[config.mk]
export PLATFORM = sky130hd
export DESIGN_NAME = spi_xfer_ctrl
export DESIGN_NICKNAME = d
export VERILOG_FILES = /design/src/rtl/spi_xfer_ctrl.sv
export SDC_FILE = /design/constraint.sdc
export NUM_CORES = 1
export LEC_CHECK = 0
export CORE_MARGIN = 1
export CORE_UTILIZATION = 30
export CTS_BUF_LIST = sky130_fd_sc_hd__clkbuf_16
export CTS_CLUSTER_DIAMETER = 30
export DETAILED_ROUTE_END_ITERATION = 7
export PLACE_DENSITY = 0.5
export SETUP_SLACK_MARGIN = 0.02
export SLEW_MARGIN = 20
export SYNTH_ARGS = -nofsm -noshare
export SYNTH_HDL_FRONTEND = slang
export SYNTH_SLANG_ARGS = --single-unit
[constraint.sdc]
create_clock -name clk -period 2.4 [get_ports clk]
set_input_delay 0.6 -clock clk [delete_from_list [all_inputs] [get_ports clk]]
set_output_delay 0.6 -clock clk [all_outputs]
set_load 0.01 [all_outputs]
[src/rtl/spi_xfer_ctrl.sv]
// SPI master transfer sequencer: CS_n framing, SCLK divider, mode 0-3 sample/shift strobes.
// Optional SPI_BURST_EN adds a Hold input and a GAP state for back-to-back words under one CS_n.
module spi_xfer_ctrl #(
    parameter int WordLen  = 8,
    parameter int DivWidth = 8,
    parameter int CsSetup  = 2,
    parameter int CsHold   = 2
) (
    input  logic                clk,
    input  logic                rst,
    input  logic                Start,
    input  logic                Cpol,
    input  logic                Cpha,
    input  logic [DivWidth-1:0] ClkDiv,
`ifdef SPI_BURST_EN
    input  logic                Hold,
`endif
    output logic                Busy,
    output logic                Done,
    output logic                SCLK,
    output logic                CS_n,
    output logic                LoadPISO,
    output logic                ShiftFlg,
    output logic                SCLKEdgeFlg,
    output logic                EnSIPO,
    output logic                EnPISO
);
    localparam int EW   = $clog2(2*WordLen+1);
    localparam int PMAX = (CsSetup > CsHold) ? CsSetup : CsHold;
    localparam int PW   = $clog2(PMAX+1);

    localparam logic [2:0] IDLE  = 3'd0;
    localparam logic [2:0] SETUP = 3'd1;
    localparam logic [2:0] XFER  = 3'd2;
    localparam logic [2:0] HOLD  = 3'd3;
`ifdef SPI_BURST_EN
    localparam logic [2:0] GAP   = 3'd4;
`endif

    logic [2:0]          state_q, state_d;
    logic                cpol_q, cpol_d, cpha_q, cpha_d;
    logic [DivWidth-1:0] div_q, div_d, div_cnt_q, div_cnt_d;
    logic [EW-1:0]       edge_cnt_q, edge_cnt_d;
    logic [PW-1:0]       ph_cnt_q, ph_cnt_d;
    logic                sclk_q, sclk_d, cs_n_q, cs_n_d, done_q, done_d;
    logic                load_q, load_d, shift_q, shift_d, samp_q, samp_d;
    logic                lead, first, last;

    always_comb begin
        state_d    = state_q;
        cpol_d     = cpol_q;
        cpha_d     = cpha_q;
        div_d      = div_q;
        div_cnt_d  = div_cnt_q;
        edge_cnt_d = edge_cnt_q;
        ph_cnt_d   = ph_cnt_q;
        sclk_d     = sclk_q;
        cs_n_d     = cs_n_q;
        done_d     = 1'b0;
        load_d     = 1'b0;
        shift_d    = 1'b0;
        samp_d     = 1'b0;
        // toggle number is edge_cnt_q+1: odd toggles are leading edges
        lead       = ~edge_cnt_q[0];
        first      = (edge_cnt_q == '0);
        last       = (edge_cnt_q == EW'(2*WordLen-1));
        case (state_q)
            IDLE: begin
                sclk_d = Cpol;
                if (Start && !done_q) begin
                    cpol_d   = Cpol;
                    cpha_d   = Cpha;
                    div_d    = ClkDiv;
                    cs_n_d   = 1'b0;
                    load_d   = 1'b1;
                    ph_cnt_d = '0;
                    state_d  = SETUP;
                end
            end
            SETUP: begin
                ph_cnt_d = ph_cnt_q + 1'b1;
                if (ph_cnt_q == PW'(CsSetup-1)) begin
                    div_cnt_d  = '0;
                    edge_cnt_d = '0;
                    state_d    = XFER;
                end
            end
            XFER: begin
                div_cnt_d = div_cnt_q + 1'b1;
                if (div_cnt_q == div_q) begin
                    div_cnt_d  = '0;
                    edge_cnt_d = edge_cnt_q + 1'b1;
                    sclk_d     = ~sclk_q;
                    samp_d     = lead ^ cpha_q;
                    // the unpaired shift edge (last in mode CPHA=0, first in CPHA=1) is dropped
                    shift_d    = ~(lead ^ cpha_q) & ~(cpha_q ? first : last);
                    if (last) begin
                        sclk_d   = cpol_q;
                        ph_cnt_d = '0;
                        state_d  = HOLD;
`ifdef SPI_BURST_EN
                        if (Hold) begin
                            done_d  = 1'b1;
                            state_d = GAP;
                        end
`endif
                    end
                end
            end
            HOLD: begin
                ph_cnt_d = ph_cnt_q + 1'b1;
                if (ph_cnt_q == PW'(CsHold-1)) begin
                    cs_n_d  = 1'b1;
                    done_d  = 1'b1;
                    state_d = IDLE;
                end
            end
`ifdef SPI_BURST_EN
            GAP: begin
                if (Start) begin
                    cpol_d     = Cpol;
                    cpha_d     = Cpha;
                    div_d      = ClkDiv;
                    load_d     = 1'b1;
                    div_cnt_d  = '0;
                    edge_cnt_d = '0;
                    state_d    = XFER;
                end else if (!Hold) begin
                    ph_cnt_d = '0;
                    state_d  = HOLD;
                end
            end
`endif
            default: state_d = IDLE;
        endcase
    end

    always_ff @(posedge clk) begin
        if (rst) begin
            state_q    <= IDLE;
            cpol_q     <= 1'b0;
            cpha_q     <= 1'b0;
            div_q      <= '0;
            div_cnt_q  <= '0;
            edge_cnt_q <= '0;
            ph_cnt_q   <= '0;
            sclk_q     <= 1'b0;
            cs_n_q     <= 1'b1;
            done_q     <= 1'b0;
            load_q     <= 1'b0;
            shift_q    <= 1'b0;
            samp_q     <= 1'b0;
        end else begin
            state_q    <= state_d;
            cpol_q     <= cpol_d;
            cpha_q     <= cpha_d;
            div_q      <= div_d;
            div_cnt_q  <= div_cnt_d;
            edge_cnt_q <= edge_cnt_d;
            ph_cnt_q   <= ph_cnt_d;
            sclk_q     <= sclk_d;
            cs_n_q     <= cs_n_d;
            done_q     <= done_d;
            load_q     <= load_d;
            shift_q    <= shift_d;
            samp_q     <= samp_d;
        end
    end

    assign Busy        = ~cs_n_q;
    assign Done        = done_q;
    assign SCLK        = sclk_q;
    assign CS_n        = cs_n_q;
    assign LoadPISO    = load_q;
    assign ShiftFlg    = shift_q;
    assign SCLKEdgeFlg = samp_q;
    assign EnSIPO      = ~cs_n_q;
    assign EnPISO      = ~cs_n_q;
endmodule
* After elaboration in Yosys (flattened, before gate mapping)
Index checks and enable logic that the tools add are counted.
** Cells by class
- Add/sub/neg operators :: 3
- $mul :: 0
- Divide/modulo/power cells :: 0
- Order comparisons :: 0
- Eq/ne operators :: 11
- Shifts and indexed selects :: 0
- Multiplexer cells :: 25
- Bitwise operators :: 11
- Reductions and logical operators :: 19
** Operator list (count)
- 8-bit two-way mux :: 2
- 8-bit case mux with 2 select lines :: 1
- 3-bit two-way mux :: 5
- 3-bit case mux with 4 select lines :: 1
- 5-bit two-way mux :: 2
- 2-bit inequality test (second input constant) :: 5
- 5-bit case mux with 2 select lines :: 1
- 1-bit NOT :: 9
- 8-bit by 1-bit adder with 8-bit output (second input constant) :: 1
- 8-bit equality test :: 1
- 1-bit two-way mux :: 7
- 3-bit by 2-bit equality test with 1-bit output (second input constant) :: 2
- 2-bit two-way mux :: 3
- 2-bit case mux with 3 select lines :: 1
- 2-bit AND reduction :: 3
- 3-bit AND reduction :: 2
- 2-bit nonzero test :: 3
- 2-bit OR reduction :: 3
- 5-bit by 1-bit adder with 5-bit output (second input constant) :: 1
- 5-bit by 4-bit equality test with 1-bit output (second input constant) :: 1
- 5-bit logical NOT :: 1
- 5-bit AND reduction :: 1
- 1-bit case mux with 2 select lines :: 2
- 4-bit AND reduction :: 1
- other kinds (10) :: 10
** Word-level totals
- Register bits :: 34
- Bits in latches :: 0
- Memory bits (writable) :: 0
- Bits in read-only memories :: 0
- Input bits :: 13
- Output and inout port bits :: 9
- Word-level logic and storage cells :: 82
- Memories kept :: 0

* Longest topological paths before layout
Gate-level depths: netlist of the first run.
- Word-level depth :: 4
- Depth in mapped cells :: 8
- Depth with buffers taken out :: 8

* Worst setup path after synthesis of the first run
OpenSTA, ideal clock, no wires.
- Path kind :: reg2reg
- From :: register edge_cnt_q[0]
- To :: register ph_cnt_q[1]
- Library setup time :: 0.070 ns
- Arrival :: 1.677 ns
- Data required time :: 2.330 ns
- Setup slack :: 0.653 ns
- Cell stages (with the launch flop) :: 9
- Buffers on the path :: 0
- Period minus slack after synthesis :: 1.747 ns
- Cells stage by stage :: dfxtp_1 > ha_1 > and3_1 > ha_1 > nor2b_1 > a21oi_1 > o21ai_0 > or4_1 > a21oi_1
** Between the ends
- Word-level cells in the longest chain between the ends :: 3
** RTL lines
- start, declared :: line 43 : logic [EW-1:0] edge_cnt_q, edge_cnt_d;
- start signal, assigned :: line 159 : edge_cnt_q <= edge_cnt_d;
- 5-bit by 4-bit equality test with 1-bit output :: line 66 : last = (edge_cnt_q == EW'(2*WordLen-1));
- 2-bit inequality test (no line)
- 4-bit AND reduction (no line)
- end signal, assigned :: line 160 : ph_cnt_q <= ph_cnt_d;
- end, declared :: line 44 : logic [PW-1:0] ph_cnt_q, ph_cnt_d;
Every way passes these cells.
A chain may end at the register's enable or synchronous reset.

* Worst setup path after layout of the first run
- From :: register state_q[0]
- To :: register div_cnt_q[7]
** Between the ends
- Word-level cells in the longest chain between the ends :: 3
- Elaborated cells on any way between the ends :: 6
- Those cells by class :: eq/ne (3); mux (1); reduce/logical (2)
** RTL lines
- start, declared :: line 40 : logic [2:0] state_q, state_d;
- start signal, assigned :: line 154 : state_q <= state_d;
- 3-bit by 1-bit equality test with 1-bit output or 3-bit by 2-bit equality test with 1-bit output (tied branches) :: line 67 : case (state_q)
- 2-bit inequality test (no line) or 2-bit nonzero test (tied branches)
- 2-bit AND reduction (no line)
- end signal, assigned :: line 158 : div_cnt_q <= div_cnt_d;
- end, declared :: line 42 : logic [DivWidth-1:0] div_q, div_d, div_cnt_q, div_cnt_d;
Several ways; a longest one is shown, not always the timed one.

==> impl_results.md, run 1 <==
* Run status: finished clean
* Post-synthesis adder-cell area fraction at 8.252%
* Global-route wire length before repair at around 5700 um
* Nets in the synthesized netlist at between 200 and 250
* Data arrival at the endpoint of the critical path at ~2.2 ns
* Number of design rule violations left after detail routing at 0
* Final number of hold-violating endpoints at 0
* Share of post-route cells with drive strength above 1 at 6.250%
* Smallest setup slack after layout at around 0.40 ns
* Post-layout minimum cycle time at roughly 2 ns
* Maximum net fanout on the critical path at 13
* Synthesized-area fraction occupied by ao, oa, aoi and oai cells at between 10% and 20%
* Clock edge transition at the registers on the reported setup and hold paths at approximately 0.050 ns
* Maximum root-to-sink buffer count at 2
* Area of all placed cells without fillers at between 2000 and 2500 um2
* Placed wire-length estimate at roughly 2400 um
* Fill cell count at 550
* FMAX at about 500 MHz
* Initial Util at 31.84%
* Signed area change from the synthesized netlist to the final layout at 25.28%
* Gates resized, CTS repair at 0
* Internal reg-to-reg setup slack at approximately 0.4 ns
* Slowest library cell on the worst path: ha_1
* Largest area contributor in the netlist: dfxtp_1
* Count of placed standard cells including taps at approximately 270
* Synth top area cells: dfxtp_1, ha_1, mux2i_1
* Startpoint type of the worst setup path: flop
* Number of register bits inferred by synthesis at 33
* H-tree Lvls at 2
* Sw Share at around a third
* Relative contribution of sequential cells to total power at a little over a third
* Crit share post-route at between 80% and 90%
* Number of vias per cell after detailed routing at 4.629
* Number of antenna violations at the first check in global routing at 0
* Die height at 76.56 um
* Antenna Violating Nets Remaining at 0
* Clock tree root buffer cell: clkbuf_16
* Register Area at approximately 660 um2
* Core box area at about 5200 um2
* Multi-input logic area at approximately 920 um2
* Chain of cells forming the critical path: inv_1 > ha_1 > mux2_2 > nand4_1 > nor3_1 > xnor2_1 > nor2_1
* Worst-Margin Slew at ~0.42 ns
* CP Capture Type: flop
* Number of max-slew violations in the final report at 0
* Syn Inst Count at about 180
* Worst vdd ir at a little over 400 uV
* Sequential share of the synthesized area at between 30% and 40%
* Power share of the clock group at ~30%
* Overall die width at 76.56 um
* IO Pins at 22
* Drt pass-1 iters at 4
* Power density cells at roughly 940 nW/um2
* Count of antenna diodes in the layout at 0
* Cell type group with the largest total delay on the critical path: simple AND/OR/NAND/NOR gates
* Maximum clock skew at final layout at approximately 0.005 ns
* Internal Dissipation at about 1300 uW
* Post-Layout Cell Count at around 280
* Cell row count at 26
* LEAKAGE at around 0.00087 uW
* Synthesized-area fraction occupied by xor and xnor cells at roughly 8.4%
* Setup violation total in the final timing report at 0
* Worst setup timing slack at the placement stage at 0.2697 ns
* Share of cell area taken by muxes after synthesis at under 10%
* Violation count after the first detailed-routing iteration at 50
* I/O Buffers at 21
* Total Power at roughly 2000 uW
* TritonCTS clock tree: built
* Slew headroom at a little under three quarters
* Clock latency on the worst-skew pair at approximately 0.28 ns
* Count of warnings emitted by yosys at 0
* Worst path max stage delay at about 0.44 ns
* Simple-gate portion of the synthesized area at between 10% and 20%
* Average cell area after synthesis at 9.064 um2
* Total global routing track utilization at about 13%
* Sink count of the clock tree at 33
* HP Class: reg2reg
* Number of max-capacitance violations reported at 0
* Worst Path Required at ~2.6 ns
* RD Place Congestion at about 0.75
* Number of global-route vias before repair at 1202
* Avg WL per Cell at roughly 12 um
* Main combinational cell family by area after synthesis: simple AND/OR/NAND/NOR gates
* Synthesized area at 1668 um2
* Total cell area at the placement stage at a little under 2000 um2
* Final-stage net count at between 200 and 250
* Net Switching at 664.5 uW
* Count of unique library cells instantiated by Yosys at 36
* Portion of total power attributed to combinational logic at approximately a third
* GRT Residual Overflow at 0
* Post CTS Setup Buffer Count at 0
* Worst Setup Path Type: reg2reg
* Vias post-DR at about 1300
* Aggregate routed wire length at between 3000 and 4000 um
* Total CTS buffers at 5
* Hold buffer count at cts at 0
* Pin count of the biggest net entering global routing at 22
* Buffers and inverters on the worst path at 1
* Unrepaired setup endpoints after global routing: no
* Setup total negative slack at 0 ns
* Die area at 5861 um2
* Top cell type's share of synthesized area at roughly two fifths
worst reg2reg max path, delay by kind of cell, from the launching register on:
| kind | cells | cell delay (ns) |
|---|---|---|
| buffers and inverters | 1 | 0.14 |
| DFF | 1 | 0.34 |
| adders and majority gates | 1 | 0.44 |
| xor gates and xnor gates | 1 | 0.14 |
| muxes | 1 | 0.35 |
| and+or+nand+nor | 3 | 0.47 |
stage by stage:
| stage | hold WS (ns) | utilization [%] |
|---|---|---|
| after floorplan | 0.4496 | - |
| after global placement | 0.4759 | 37.36 |
| after detailed placement | 0.4713 | 37.36 |
| after CTS | 0.4787 | 39.89 |
| after global routing | 0.5103 | 39.89 |
| final | 0.4760 | 39.89 |
cell usage after synthesis:
master / count
nand3b_1: 3
buf_4: 2
nor2_1: 26
mux2_2: 1
ha_1: 11
a21oi_1: 6
buf_1: 1
or2_1: 1
nor4_4: 2
o22ai_1: 2
o211ai_1: 2
mux2i_1: 12
inv_1: 12
a21boi_2: 1
xor2_1: 12
dfxtp_1: 33
a21o_1: 1
and3_1: 1
o31ai_1: 1
clkbuf_1: 4
o22a_1: 1
o21ba_1: 1
or4_1: 2
xnor2_1: 4
nand4_1: 3
nor2b_1: 2
o41ai_1: 2
nand3_1: 2
nand2b_1: 2
o21ai_0: 8
nor3_1: 5
o21bai_1: 3
a31oi_1: 3
or3_1: 1
nand2_1: 10
buf_2: 1
cells in the final DEF (no fill, tap or decap), drive strengths merged, types with 3 or more instances in the layout:
cell type      Yosys  routed
dfxtp             33      33
nor3               5       5
inv               12      13
a21oi              6       6
ha                11      11
o21ai              8       8
mux2i             12      12
clkdlybuf4s50      0      21
nand3b             3       3
nand4              3       3
xor2              12      12
o21bai             3       3
nand2             10      10
a31oi              3       3
xnor2              4       4
clkbuf             4       5
buf                4       4
nor2              26      26
per-layer routing:
metal,vias to the layer above,routed length [um],track usage (%)
met3,6,126,4.671
met4,0,72,6.346
li1,672,-,-
met5,-,0,0
met1,590,1594,15.87
met2,19,1464,19.46
kinds of logic after synthesis:
group           after synthesis
compound gates               31
xor+xnor                     16
fa+ha+maj                    11
buf+inv                      20
flops                        33
mux                          13
simple gates                 60
state kept, by name, summed over array words and instances, names as in the netlist:
register and cells:
div_cnt_q 8, div_q 8, edge_cnt_q 5, ph_cnt_q 2, state_q 2, CS_n 1, Done 1, LoadPISO 1
SCLK 1, SCLKEdgeFlg 1, ShiftFlg 1, cpha_q 1, cpol_q 1
layout make-up:
cell class	instances	area share, %
multi-input cells	131	44.19
flip-flops and latches	33	31.62
repair buffers	25	11.50
clock buffers	5	5.988
well taps	70	4.192
inverters	12	2.156
clock inverters	2	0.3593
power groups by stage:
stage	Sequential [uW]	Clock (uW)	Combinational [uW]
4_1_cts	703	608	697
5_1_grt	712	636	769
3_3_place_gp	715	0	692
6_report	702	583	686
2_1_floorplan	703	0	501
3_5_place_dp	714	0	691
final timing paths:
kind	start	end	depth (start not counted)
worst min register to register	ph_cnt_q[1]$_SDFFE_PP0P_	ph_cnt_q[1]$_SDFFE_PP0P_	2
worst max-delay path	state_q[0]$_SDFFE_PP0P_	div_cnt_q[7]$_SDFFE_PP0P_	7
worst max register to register	state_q[0]$_SDFFE_PP0P_	div_cnt_q[7]$_SDFFE_PP0P_	7
worst min-delay path	ph_cnt_q[1]$_SDFFE_PP0P_	ph_cnt_q[1]$_SDFFE_PP0P_	2
(Power assumes the default switching activity.)
==> run 2, diff against run 1 <==
PLACE_DENSITY = 0.51   (was 0.5)
clock period = 1.7 ns   (was 2.4 ns; I/O delays follow)
==> impl_results.md, run 2 (synthesis results as in run 1) <==
* Violation count after the first detailed-routing iteration at 54 (+8.0%)
* RD Place Congestion at 0.7763 (+3.7%)
* Crit share post-route at 102.6% (+19 points)
* Global-route wire length before repair at 6161 um (+7.5%)
* Sw Share at 33.27% (-0.45 points)
* Relative contribution of sequential cells to total power at 29.7% (-5.9 points)
* Worst Path Required at 1.91 ns (-0.66 ns)
* Avg WL per Cell at 12.23 um (+4.4%)
* Hold Crit Depth at 2 (unchanged)
* Number of antenna violations at the first check in global routing at 0 (unchanged)
* Worst Setup Path Type: reg2reg
* Total global routing track utilization at 13.32% (+0.51 points)
* Setup total negative slack at -0.08025 ns (-0.08025 ns)
* Die area at 5861 um2 (unchanged)
* Drt pass-1 iters at 4 (unchanged)
* Violated checks: negative setup slack
* Sink count of the clock tree at 33 (unchanged)
* Number of design rule violations left after detail routing at 0 (unchanged)
* Hold buffer count at cts at 0 (unchanged)
* Aggregate routed wire length at 3828 um (+18%)
* IO Pins at 22 (unchanged)
* Commonest cells after routing, fill and taps aside: buf_4, dfxtp_1, nor2_1
* Number of max-capacitance violations reported at 0 (unchanged)
* Power share of the clock group at 25.6% (-4.0 points)
* Count of antenna diodes in the layout at 0 (unchanged)
* Net Switching at 1097 uW (+65%)
* Worst-Margin Slew at 0.3993 ns (-0.01827 ns)
* Maximum clock skew at final layout at 0.004427 ns (-0.0005487 ns)
* Core box area at 5238 um2 (unchanged)
* Clock tree root buffer cell: clkbuf_16
* Maximum root-to-sink buffer count at 2 (unchanged)
* Total CTS buffers at 5 (unchanged)
* Startpoint type of the worst setup path: flop
* Unrepaired setup endpoints after global routing: yes
* Share of post-route cells with drive strength above 1 at 26.34% (+20 points)
* Cell row count at 26 (unchanged)
* GRT Residual Overflow at 0 (unchanged)
* FMAX at 573.3 MHz (+15%)
* LEAKAGE at 0.001082 uW (+25%)
* Clock latency on the worst-skew pair at 0.27 ns (about the same)
* Number of max-slew violations in the final report at 0 (unchanged)
* HP Class: reg2reg
* Final-stage net count at 266 (+15%)
* Final number of hold-violating endpoints at 0 (unchanged)
* Number of global-route vias before repair at 1404 (+17%)
* TritonCTS clock tree: built
* Vias post-DR at 1450 (+13%)
* Signed area change from the synthesized netlist to the final layout at 47.41%
* Clock edge transition at the registers on the reported setup and hold paths at 0.05 ns (about the same)
* Setup violation total in the final timing report at 3 (+3)
* Post-Route Hold Slack at 0.4882 ns (+0.01222 ns)
* Pin count of the biggest net entering global routing at 18 (-18%)
* Internal Dissipation at 2201 uW (+68%)
* Placed wire-length estimate at 2640 um (+10%)
* Die height at 76.56 um (unchanged)
* Data arrival at the endpoint of the critical path at 1.96 ns (-0.21 ns)
* Worst vdd ir at 700.2 uV (+71%)
* Smallest setup slack after layout at -0.04443 ns (-0.4451 ns)
* Slew headroom at 73.10% (+1.2 points)
* Internal reg-to-reg setup slack at -0.04 ns (-0.45 ns)
* Post-layout minimum cycle time at 1.744 ns (-0.2549 ns)
* Portion of total power attributed to combinational logic at 44.8% (+10 points)
* CP Capture Type: flop
* Overall die width at 76.56 um (unchanged)
* Largest registers in the final layout: div_cnt_q (8), div_q (8), edge_cnt_q (5)
* Antenna Violating Nets Remaining at 0 (unchanged)
* Count of cells along the worst register-to-register path at 5 (-2)
* Initial Util at 31.84% (unchanged)
* Run status: finished, violations left
* Maximum net fanout on the critical path at 4 (-9)
* Number of vias per cell after detailed routing at 4.633 (about the same)
* I/O Buffers at 21 (unchanged)
* Power density cells at 1342 nW/um2 (+42%)
* Most common cell after layout, fill and taps aside: buf_4
* H-tree Lvls at 2 (unchanged)
## run 2: routing by layer
metal	part of all wire [%]	global-route usage [%]	up-vias	wire (um)
met1	46	15.44	662	1775
met4	1.6	5.000	0	63
met2	48	23.33	33	1855
li1	-	-	745	-
met3	3.5	3.473	10	134
met5	0	0	-	0
## run 2: worst paths after layout
check,from,to
worst min register to register,ph_cnt_q[1]$_SDFFE_PP0P_,ph_cnt_q[1]$_SDFFE_PP0P_
worst min-delay path,ph_cnt_q[1]$_SDFFE_PP0P_,ph_cnt_q[1]$_SDFFE_PP0P_
worst max-delay path,div_cnt_q[7]$_SDFFE_PP0P_,ph_cnt_q[0]$_SDFFE_PP0P_
worst max register to register,div_cnt_q[7]$_SDFFE_PP0P_,ph_cnt_q[0]$_SDFFE_PP0P_
## run 2: timing repair
item | in CTS | in global routing
gates resized for setup | 5 | 16
pin swaps | 4 | 4
endpoints found under the setup margin | 15 | 28
setup buffers | 1 | 2
gates cloned | 0 | 1
## run 2: worst max-delay path, stage by stage, from the launching register on
cell and delay, ns:
dfxtp_1 0.31, xor2_1 0.19, nor4_4 0.40, a21boi_2 0.13, or4_4 0.53, a21oi_2 0.12
## run 2: power by group through the flow
stage	clock network, uW	logic [uW]	registers [uW]
floorplan	0	711	994
global placement	0	1250	989
detailed placement	0	1260	989
CTS	866	1290	974
global route	895	1610	991
finish	843	1480	979
## run 2: layout make-up
cell class                 count  area, um2
tap                           70      87.58
timing repair buffer          59      538.0
clock inverter                 3      12.51
clock buffer                   5      125.1
inverter                      12      45.04
multi-input combinational    131      984.7
sequential                    33      665.6
fill                         504       2779
## run 2: metrics by stage
step	setup slack, ns	instance area [um2]	std cells	util (%)	power (uW)
after global routing	-0.1192	2459	313	46.94	3493
after global placement	-0.1602	2198	301	41.97	2237
after detailed placement	-0.1777	2198	301	41.97	2245
final	-0.04443	2459	313	46.94	3298
after floorplan	0.02220	1672	184	-	1704
after CTS	-0.05035	2366	310	45.17	3135
==> run 3, diff against run 2 <==
CTS_CLUSTER_SIZE = 28   (was unset)
SKIP_CTS_REPAIR_TIMING = 1   (was unset)
==> impl_results.md, run 3 (synthesis results as in run 1) <==
* Run status: finished, violations left
* Violated checks: negative setup slack
* Area of all placed cells without fillers at 2435 um2 (-0.97%)
* Violation count after the first detailed-routing iteration at 52 (-3.7%)
* GR Util met3 at 3.473% (unchanged)
* Die area at 5861 um2 (unchanged)
* LEAKAGE at 0.001078 uW (-0.37%)
* Unrepaired setup endpoints after global routing: yes
* H-tree Lvls at 2 (unchanged)
* Aggregate routed wire length at 3792 um (-0.94%)
* Data arrival at the endpoint of the critical path at 1.94 ns (-0.02 ns)
* Setup violation total in the final timing report at 2 (-1)
* Most common cell after layout, fill and taps aside: buf_4
* Share of post-route cells with drive strength above 1 at 25.62% (-0.72 points)
* Largest registers in the final layout: div_cnt_q (8), div_q (8), edge_cnt_q (5)
* GRT met1 Usage at 15.22% (-0.22 points)
* Clock tree root buffer cell: clkbuf_16
* Number of global-route vias before repair at 1395 (-0.64%)
* GR peak layer: met2
* Worst setup timing slack at the placement stage at -0.1777 ns (unchanged)
* I/O Buffers at 21 (unchanged)
* Sink count of the clock tree at 33 (unchanged)
* Total cell area at the placement stage at 2198 um2 (unchanged)
* GRT Residual Overflow at 0 (unchanged)
* Initial Util at 31.84% (unchanged)
* Final number of hold-violating endpoints at 0 (unchanged)
* Crit share post-route at 101.8% (-0.80 points)
* Startpoint type of the worst setup path: flop
* TritonCTS clock tree: built
* Total CTS buffers at 5 (unchanged)
* Number of vias per cell after detailed routing at 4.567 (-1.4%)
* Number of max-capacitance violations reported at 0 (unchanged)
* Core box area at 5238 um2 (unchanged)
* Antenna Violating Nets Remaining at 0 (unchanged)
* Count of antenna diodes in the layout at 0 (unchanged)
* Clock edge transition at the registers on the reported setup and hold paths at 0.05 ns (about the same)
* Pin count of the biggest net entering global routing at 18 (unchanged)
* FMAX at 577.8 MHz (+0.78%)
* CP Capture Type: flop
* Worst Setup Path Type: reg2reg
* Total global routing track utilization at 13.22% (-0.10 points)
* HP Class: reg2reg
* Drt pass-1 iters at 2 (-2)
* Smallest setup slack after layout at -0.03084 ns (+0.01359 ns)
* Overall die width at 76.56 um (unchanged)
* Clock latency on the worst-skew pair at 0.27 ns (about the same)
* Met2 track demand over resource in global routing at 23.24% (-0.090 points)
* Worst-Margin Slew at 0.3917 ns (-0.007587 ns)
* Slew headroom at 73.61% (+0.51 points)
* Cell row count at 26 (unchanged)
* Signed area change from the synthesized netlist to the final layout at 45.99%
* RD Place Congestion at 0.7763 (unchanged)
* Number of design rule violations left after detail routing at 0 (unchanged)
* Placed wire-length estimate at 2640 um (unchanged)
* Maximum net fanout on the critical path at 4 (unchanged)
* Vias post-DR at 1425 (-1.7%)
* Final-stage net count at 265 (-0.38%)
* Worst vdd ir at 697.8 uV (-0.34%)
* Number of antenna violations at the first check in global routing at 0 (unchanged)
* Commonest cells after routing, fill and taps aside: buf_4, dfxtp_1, nor2_1
* Maximum clock skew at final layout at 0.004421 ns (-0.000006850 ns)
* Worst Path Required at 1.91 ns (about the same)
* IO Pins at 22 (unchanged)
* Post-layout minimum cycle time at 1.731 ns (-0.01359 ns)
* Global-route wire length before repair at 6099 um (-1.0%)
* Power density cells at 1331 nW/um2 (-0.77%)
* Maximum root-to-sink buffer count at 2 (unchanged)
* Die height at 76.56 um (unchanged)
* Number of max-slew violations in the final report at 0 (unchanged)
* Avg WL per Cell at 12.15 um (-0.62%)
* Fill cell count at 510 (+1.2%)
-- run 3: changes by cell type in the layout (fill, tap and decap cells not counted), sizes merged --
cell  change
buf       -1
-- run 3: cell type report --
class,instances,area (um2),share of cell area (%)
Sequential cell,33,665.6,27.34
Inverter,12,45.04,1.850
Tap cell,70,87.58,3.597
Timing Repair Buffer,58,526.8,21.63
Clock inverter,3,12.51,0.5139
Clock buffer,5,125.1,5.139
Multi-Input combinational cell,131,972.2,39.93
-- run 3: worst max-delay path, stage by stage (launching register included) --
cell	delay, ns
dfxtp_1	0.32
xor2_1	0.19
nor4_4	0.38
a21boi_2	0.13
or4_4	0.53
a21oi_2	0.12
-- run 3: power breakdown --
part	total, uW	internal (uW)	switching (uW)
sequential	977	893	84.5
clock	841	529	313
combinational	1420	740	683
total	3240	2160	1080
-- run 3: final timing paths --
path                                 start                  endpoint  slack, ns  cells after the start
hold reg to reg   ph_cnt_q[1]$_SDFFE_PP0P_  ph_cnt_q[1]$_SDFFE_PP0P_       0.49                      2
setup / recovery     div_q[2]$_SDFFE_PP0P_  ph_cnt_q[0]$_SDFFE_PP0P_      -0.03                      5
setup reg to reg     div_q[2]$_SDFFE_PP0P_  ph_cnt_q[0]$_SDFFE_PP0P_      -0.03                      5
hold / removal    ph_cnt_q[1]$_SDFFE_PP0P_  ph_cnt_q[1]$_SDFFE_PP0P_       0.49                      2
-- run 3: per-stage QoR --
step	total power, uW	utilization, %	instances	hold slack, ns	setup TNS [ns]
after floorplan	1704	-	184	0.4496	0
after global placement	2237	41.97	301	0.4706	-0.4172
after detailed placement	2245	41.97	301	0.4729	-0.5847
after CTS	3108	44.60	309	0.4808	-0.4593
after global routing	3440	46.49	312	0.5094	-1.373
final	3241	46.49	312	0.4891	-0.05409
-- run 3: layer usage --
layer	wire length, um	vias to the layer above	share of wire, %
met5	0	-	0
li1	-	743	-
met1	1777	654	47
met4	55	0	1.5
met2	1847	20	49
met3	112	8	3.0
